<file path="config.mk">
export PLATFORM = sky130hd
export DESIGN_NAME = multi_alarm_timekeeper
export DESIGN_NICKNAME = d
export VERILOG_FILES = /design/src/rtl/multi_alarm_timekeeper_pkg.sv /design/src/rtl/multi_alarm_timekeeper_tick_prescaler.sv /design/src/rtl/multi_alarm_timekeeper.sv
export SDC_FILE = /design/constraint.sdc
export NUM_CORES = 1
export LEC_CHECK = 0
export CORE_ASPECT_RATIO = 0.6
export CORE_MARGIN = 1
export CORE_UTILIZATION = 62
export DETAILED_ROUTE_END_ITERATION = 8
export GPL_TIMING_DRIVEN = 1
export PLACE_DENSITY = 0.86
export SLEW_MARGIN = 10
export SYNTH_ARGS = -nofsm -noshare
export SYNTH_HDL_FRONTEND = slang
export SYNTH_HIERARCHICAL = 1
export SYNTH_SLANG_ARGS = --single-unit
</file>
<file path="constraint.sdc">
create_clock -name clk -period 6.3 [get_ports clk]
set_input_delay 1.575 -clock clk [delete_from_list [all_inputs] [get_ports clk]]
set_output_delay 1.575 -clock clk [all_outputs]
set_load 0.02 [all_outputs]
</file>
<file path="src/rtl/multi_alarm_timekeeper_pkg.sv">
// Shared definitions for the alarm clock timekeeper: FSM state encodings and field limits.
package multi_alarm_timekeeper_pkg;

  typedef enum logic [1:0] {
    ST_IDLE    = 2'd0,
    ST_RINGING = 2'd1,
    ST_SNOOZE  = 2'd2
  } state_e;

  localparam logic [5:0] SEC_MAX = 6'd59;
  localparam logic [5:0] MIN_MAX = 6'd59;

  function automatic logic [4:0] hmax(input int mode_24h);
    return (mode_24h != 0) ? 5'd23 : 5'd11;
  endfunction

endpackage

</file>
<file path="src/rtl/multi_alarm_timekeeper_tick_prescaler.sv">
// 1 Hz prescaler: one-cycle sec_pulse on the terminal count, plus a first-half-second phase flag.
module tick_prescaler #(
  parameter int CLK_HZ = 31500000
) (
  input  logic clk,
  input  logic reset_n,
  input  logic clear,
  output logic sec_pulse,
  output logic half_on
);

  localparam int            PW   = (CLK_HZ > 1) ? $clog2(CLK_HZ) : 1;
  localparam logic [PW-1:0] TC   = PW'(CLK_HZ - 1);
  localparam logic [PW-1:0] HALF = PW'(CLK_HZ / 2);

  logic [PW-1:0] cnt_q, cnt_d;

  always_comb begin
    cnt_d = cnt_q + PW'(1);
    if (clear || (cnt_q == TC)) cnt_d = '0;
  end

  always_ff @(posedge clk or negedge reset_n) begin
    if (!reset_n) cnt_q <= '0;
    else          cnt_q <= cnt_d;
  end

  assign sec_pulse = (cnt_q == TC);
  assign half_on   = (cnt_q < HALF);

endmodule

</file>
<file path="src/rtl/multi_alarm_timekeeper.sv">
// Timekeeping core: h/m/s counters, NUM_ALARMS alarms, ringing FSM and gated buzzer tone.
// Optional snooze state is built only when ALARM_SNOOZE_EN is defined.
//
// state   | meaning
// IDLE    | no alarm active, watching for a match at each minute rollover
// RINGING | alarm ring_idx sounding, ring timer counting ticks down
// SNOOZE  | ring suspended, snooze timer counting ticks down to re-ring
module multi_alarm_timekeeper
  import multi_alarm_timekeeper_pkg::*;
#(
  parameter int CLK_HZ     = 31500000,
  parameter int NUM_ALARMS = 2,
  parameter int MODE_24H   = 0,
  parameter int BUZZ_HZ    = 3150,
  parameter int RING_SEC   = 60,
  parameter int SNOOZE_MIN = 5
) (
  input  logic                      clk,
  input  logic                      reset_n,
  input  logic                      sec_adj,
  input  logic                      min_adj,
  input  logic                      hr_adj,
  input  logic                      al_sel,
  input  logic                      al_min_adj,
  input  logic                      al_hr_adj,
  input  logic                      al_toggle,
  input  logic                      dismiss,
  input  logic                      snooze,
  output logic [5:0]                seconds,
  output logic [5:0]                minutes,
  output logic [4:0]                hours,
  output logic [NUM_ALARMS*6-1:0]   al_minutes_flat,
  output logic [NUM_ALARMS*5-1:0]   al_hours_flat,
  output logic [NUM_ALARMS-1:0]     al_on,
  output logic [2:0]                al_sel_idx,
  output logic [2:0]                ring_idx,
  output logic                      ringing,
  output logic                      sec_pulse,
  output logic                      buzzer_out
);

  localparam logic [4:0]    HMAX        = hmax(MODE_24H);
  localparam logic [2:0]    SEL_LAST    = 3'(NUM_ALARMS - 1);
  localparam int            BUZZ_HALF_I = (CLK_HZ / (2 * BUZZ_HZ) > 0) ? CLK_HZ / (2 * BUZZ_HZ) : 1;
  localparam int            BW          = $clog2(BUZZ_HALF_I + 1);
  localparam logic [BW-1:0] BUZZ_RELOAD = BW'(BUZZ_HALF_I - 1);
  localparam int            RW          = $clog2(RING_SEC + 1);
  localparam logic [RW-1:0] RING_LOAD   = RW'(RING_SEC);
`ifdef ALARM_SNOOZE_EN
  localparam int            SW          = $clog2(SNOOZE_MIN * 60 + 1);
  localparam logic [SW-1:0] SNZ_LOAD    = SW'(SNOOZE_MIN * 60);
`endif

  logic tick_raw, half_on;

  tick_prescaler #(.CLK_HZ(CLK_HZ)) u_prescaler (
    .clk       (clk),
    .reset_n   (reset_n),
    .clear     (sec_adj),
    .sec_pulse (tick_raw),
    .half_on   (half_on)
  );

  logic [5:0] sec_q, sec_d, min_q, min_d;
  logic [4:0] hr_q, hr_d;
  logic       pend_q, pend_d;
  logic       any_adj, tick_req, tick, min_roll;

  logic [NUM_ALARMS-1:0][5:0] al_m_q, al_m_d;
  logic [NUM_ALARMS-1:0][4:0] al_h_q, al_h_d;
  logic [NUM_ALARMS-1:0]      al_on_q, al_on_d;
  logic [2:0]                 sel_q, sel_d;

  state_e        state_q, state_d;
  logic [2:0]    ring_idx_q, ring_idx_d;
  logic [RW-1:0] ring_cnt_q, ring_cnt_d;
  logic [BW-1:0] buz_cnt_q, buz_cnt_d;
  logic          tone_q, tone_d;
  logic          hit_any, ring_on, toggle_clear;
  logic [2:0]    hit_idx;
`ifdef ALARM_SNOOZE_EN
  logic [SW-1:0] snz_cnt_q, snz_cnt_d;
`else
  logic          unused_snooze;
  assign unused_snooze = snooze;
`endif

  // A tick colliding with a manual adjust is deferred one cycle; sec_adj drops it entirely.
  assign any_adj  = sec_adj | min_adj | hr_adj;
  assign tick_req = tick_raw | pend_q;
  assign tick     = tick_req & ~any_adj;
  assign pend_d   = tick_req & any_adj & ~sec_adj;
  assign min_roll = tick && (sec_q == SEC_MAX);

  always_comb begin
    sec_d = sec_q;
    min_d = min_q;
    hr_d  = hr_q;
    if (tick) begin
      if (sec_q == SEC_MAX) begin
        sec_d = '0;
        if (min_q == MIN_MAX) begin
          min_d = '0;
          hr_d  = (hr_q == HMAX) ? 5'd0 : hr_q + 5'd1;
        end else begin
          min_d = min_q + 6'd1;
        end
      end else begin
        sec_d = sec_q + 6'd1;
      end
    end else begin
      if (sec_adj) sec_d = '0;
      if (min_adj) min_d = (min_q == MIN_MAX) ? 6'd0 : min_q + 6'd1;
      if (hr_adj)  hr_d  = (hr_q == HMAX) ? 5'd0 : hr_q + 5'd1;
    end
  end

  always_comb begin
    al_m_d  = al_m_q;
    al_h_d  = al_h_q;
    al_on_d = al_on_q;
    sel_d   = sel_q;
    if (al_sel) sel_d = (sel_q == SEL_LAST) ? 3'd0 : sel_q + 3'd1;
    for (int i = 0; i < NUM_ALARMS; i++) begin
      if (sel_q == 3'(i)) begin
        if (al_min_adj) al_m_d[i] = (al_m_q[i] == MIN_MAX) ? 6'd0 : al_m_q[i] + 6'd1;
        if (al_hr_adj)  al_h_d[i] = (al_h_q[i] == HMAX) ? 5'd0 : al_h_q[i] + 5'd1;
        if (al_toggle)  al_on_d[i] = ~al_on_q[i];
      end
    end
  end

  // Descending scan so the lowest matching alarm index is the one left standing.
  always_comb begin
    hit_any = 1'b0;
    hit_idx = 3'd0;
    ring_on = 1'b0;
    for (int i = NUM_ALARMS - 1; i >= 0; i--) begin
      if (al_on_q[i] && (al_h_q[i] == hr_d) && (al_m_q[i] == min_d)) begin
        hit_any = 1'b1;
        hit_idx = 3'(i);
      end
      if (ring_idx_q == 3'(i)) ring_on = al_on_q[i];
    end
  end

  assign toggle_clear = al_toggle && (sel_q == ring_idx_q) && ring_on;

  always_comb begin
    state_d    = state_q;
    ring_idx_d = ring_idx_q;
    ring_cnt_d = ring_cnt_q;
`ifdef ALARM_SNOOZE_EN
    snz_cnt_d  = snz_cnt_q;
`endif
    case (state_q)
      ST_IDLE: begin
        if (min_roll && hit_any) begin
          state_d    = ST_RINGING;
          ring_idx_d = hit_idx;
          ring_cnt_d = RING_LOAD;
        end
      end
      ST_RINGING: begin
        if (dismiss || toggle_clear) state_d = ST_IDLE;
`ifdef ALARM_SNOOZE_EN
        else if (snooze) begin
          state_d   = ST_SNOOZE;
          snz_cnt_d = SNZ_LOAD;
        end
`endif
        else if (tick) begin
          if (ring_cnt_q <= RW'(1)) state_d = ST_IDLE;
          else                      ring_cnt_d = ring_cnt_q - RW'(1);
        end
      end
`ifdef ALARM_SNOOZE_EN
      ST_SNOOZE: begin
        if (dismiss || toggle_clear) state_d = ST_IDLE;
        else if (tick) begin
          if (snz_cnt_q <= SW'(1)) begin
            state_d    = ST_RINGING;
            ring_cnt_d = RING_LOAD;
          end else begin
            snz_cnt_d = snz_cnt_q - SW'(1);
          end
        end
      end
`endif
      default: state_d = ST_IDLE;
    endcase
  end

  always_comb begin
    buz_cnt_d = '0;
    tone_d    = 1'b0;
    if (state_q == ST_RINGING) begin
      if (buz_cnt_q == '0) begin
        buz_cnt_d = BUZZ_RELOAD;
        tone_d    = ~tone_q;
      end else begin
        buz_cnt_d = buz_cnt_q - BW'(1);
        tone_d    = tone_q;
      end
    end
  end

  always_ff @(posedge clk or negedge reset_n) begin
    if (!reset_n) begin
      state_q    <= ST_IDLE;
      ring_idx_q <= '0;
      ring_cnt_q <= '0;
`ifdef ALARM_SNOOZE_EN
      snz_cnt_q  <= '0;
`endif
    end else begin
      state_q    <= state_d;
      ring_idx_q <= ring_idx_d;
      ring_cnt_q <= ring_cnt_d;
`ifdef ALARM_SNOOZE_EN
      snz_cnt_q  <= snz_cnt_d;
`endif
    end
  end

  always_ff @(posedge clk or negedge reset_n) begin
    if (!reset_n) begin
      sec_q     <= '0;
      min_q     <= '0;
      hr_q      <= '0;
      pend_q    <= 1'b0;
      al_m_q    <= '0;
      al_h_q    <= '0;
      al_on_q   <= '0;
      sel_q     <= '0;
      buz_cnt_q <= '0;
      tone_q    <= 1'b0;
    end else begin
      sec_q     <= sec_d;
      min_q     <= min_d;
      hr_q      <= hr_d;
      pend_q    <= pend_d;
      al_m_q    <= al_m_d;
      al_h_q    <= al_h_d;
      al_on_q   <= al_on_d;
      sel_q     <= sel_d;
      buz_cnt_q <= buz_cnt_d;
      tone_q    <= tone_d;
    end
  end

  always_comb begin
    ringing    = (state_q == ST_RINGING);
    buzzer_out = ringing && tone_q && half_on;
  end

  assign seconds         = sec_q;
  assign minutes         = min_q;
  assign hours           = hr_q;
  assign al_minutes_flat = al_m_q;
  assign al_hours_flat   = al_h_q;
  assign al_on           = al_on_q;
  assign al_sel_idx      = sel_q;
  assign ring_idx        = ring_idx_q;
  assign sec_pulse       = tick_raw;

endmodule

</file>
==> flow_summary.toml <==
[outcome]
outcome = "finished clean"

[route]
avgRoutedWirePerCell_um = 19.3
vias_per_cell = 6.74
drcViolationCount = 0
drt_wl_total_um = 15300
drt.antenna.violating_nets = 0
vias = 5341
dr.pass1.iters = 5
drtIter0Drc = 629

[clock_network]
post_cts_buffers = 0
cts.sinks = 92
clock_latency_ps = 340
htreeDepth = 3
tritoncts = "built"
cts_resized = 0
cts_buffer_depth = 2
cts_hold_buf = 0
cts_root_buf = "clkbuf_16"
numCtsBuffers = 9
path_clk_slew_ps = 60

[critical_path]
end_kind = "flip-flop"
required_ps = 6520
r2r_cells = 12
criticalPathCategory = "input port to flip-flop"
worstSetupStartpointType = "input port"
crit_fanout = 17
crit_arrival_ps = 5360

[global_routing]
overflow = 0
grt_pass1_vias = 5216
grt_pass1_wl_um = 25700
track_usage_pct = 33.7
antenna_found_initial = 0
grt_max_degree = 57

[logic_synthesis]
synth_cell_types = 83
synth-main-ff-cell = "dfrtp_1"
yosysSeqAreaShare_pct = 40.0
postSynthCellCount = 638
syn_area_um2 = 5760
yosysTopAreaCellShare_pct = 40.0
yosys-top-cells-count = "dfrtp_1, nor2_1, nand2_1"
ys_warn_count = 6
syn_avg_cell_area_um2 = 9.03
yosys.cell_count.top_type = "dfrtp_1"
netlist_top_cells_area = "dfrtp_1, xnor2_1, o21ai_0"
yosysTopAreaCell = "dfrtp_1"
synth_edf_count = 0
async_flop_share_pct = 100
ys_seq_elements = 92

[sta]
setup-tns-final_ps = 0
final-setup-viol-count = 0
finalHoldViolCount = 0
fmax_ghz = 0.195
layout_min_cycle_time_ps = 5140
fin_crit_sh_pct = 81.5
rsz0062_at_grt = "false"
max_slew_margin_pct = 12.9
fin_skew_ps = 5.65
final-max-slew-violation-count = 0
worst_pin_slew_ps = 1290

[floorplanning]
dieWidth_um = 126
core.rowCount = 26
die_h_um = 76.7
start_util_pct = 65.8
die_area_um2 = 9690
core_um2 = 8750
io_pins = 61

[min_path]
min_path_type = "flip-flop to flip-flop"
min_path_cells = 1

[power_and_ir_drop]
powerDensity_nw_per_um2 = 390
irDropWorstVdd_mv = 0.363
power_leakage_nw = 2.75

[layout]
drive_gt1_share_pct = 6.90
nets = 698
num_antenna_cells = 0
fill_cells = 605
syn_to_final_growth_pct = 15.1
fin_area_um2 = 6630

[placement]
place_area_um2 = 6320
place_congestion = 0.928
dp_hpwl_um = 10700
portBuffers = 57

[flow_run]
maxCapViolations = 0
[power breakdown]
group,internal [mW],leakage [nW],switching [mW],total (mW)
registers,0.694,1.22,0.271,0.965
logic,0.496,1.39,0.563,1.06
clock network,0.330,0.148,0.231,0.560
[layout by cell type (no fill, tap or decap), types with 14 or more instances in the layout]
master / synthesis / final
a21oi_1: 22 / 22
nand2_1: 53 / 53
inv_1: 22 / 22
nand3_1: 26 / 26
xor2_1: 18 / 18
o21ai_0: 43 / 43
xnor2_1: 29 / 29
nor3_1: 14 / 14
dfrtp_1: 92 / 92
nand4_1: 18 / 18
clkdlybuf4s50_1: 0 / 56
nor2_1: 55 / 55
nand2b_1: 19 / 19
o31ai_1: 15 / 15
[stage by stage]
| step | hold slack (ps) | power [mW] | utilization (%) | instances | worst slack, ps |
|---|---|---|---|---|---|
| 2_1_floorplan | 448 | 1.59 | - | 639 | 2250 |
| 4_1_cts | 490 | 2.57 | 75.8 | 793 | 1360 |
| 3_3_place_gp | 469 | 1.94 | 72.2 | 777 | 1230 |
| 6_report | 490 | 2.58 | 75.8 | 793 | 1160 |
| 5_1_grt | 510 | 2.72 | 75.8 | 793 | 1030 |
| 3_5_place_dp | 481 | 1.99 | 72.2 | 777 | 1010 |
[worst max-delay path: stages]
cell	delay (ps)
clkdlybuf4s50_1	950
nor2_1	170
a41oi_1	1060
mux2i_1	450
xnor2_1	160
nor4_1	380
nand4_2	210
a21oi_4	280
o21ai_1	110
[layer usage]
layer / GRT usage [%] / vias to the layer above / part of all wire, %
met5: 0 / - / 0
met4: 13.0 / 0 / 2.6
met3: 6.00 / 53 / 8.2
met2: 52.7 / 298 / 45
met1: 46.9 / 2593 / 44
li1: - / 2397 / -
[final cells by class]
cell class              count  area (um^2)  share of cell area (%)
clock buffers              11          253                    3.81
clock inverters             5         58.8                   0.887
inverters                  22         82.6                    1.25
multi-input cells         492         3210                    48.4
flip-flops and latches     92         2300                    34.7
well taps                 112          140                    2.11
repair buffers             59          583                    8.80
[worst paths after layout]
path	slack (ps)	start	end
worst min-delay path	490	u_prescaler/cnt_q[0]$_DFF_PN0_	u_prescaler/cnt_q[0]$_DFF_PN0_
worst min register to register	490	u_prescaler/cnt_q[0]$_DFF_PN0_	u_prescaler/cnt_q[0]$_DFF_PN0_
min in group asynchronous	1180	reset_n	u_prescaler/cnt_q[19]$_DFF_PN0_
max in group asynchronous	4030	reset_n	hours[0]$_DFF_PN0_
worst max register to register	1630	u_prescaler/cnt_q[0]$_DFF_PN0_	ring_cnt_q[0]$_DFFE_PN0P_
worst max-delay path	1160	hr_adj	ring_cnt_q[0]$_DFFE_PN0P_
[sequential cells by signal (all words and copies together), names as in the netlist, 2 cells and up]
register / cells
al_sel_idx: 3
u_prescaler/cnt_q: 25
seconds: 6
hours: 5
ring_cnt_q: 6
buz_cnt_q: 13
al_on: 2
al_hours_flat: 10
minutes: 6
al_minutes_flat: 12
[kinds of logic after synthesis]
logic type,Yosys count,share of synthesized area [%]
buf+inv,55,4.39
mux,12,2.26
xor+xnor,47,7.15
fa+ha+maj,11,2.39
flops,92,40.0
compound gates,143,17.1
other cells,1,0.0651
simple gates,277,26.7
No activity file was read; power rests on OpenSTA's default activity.
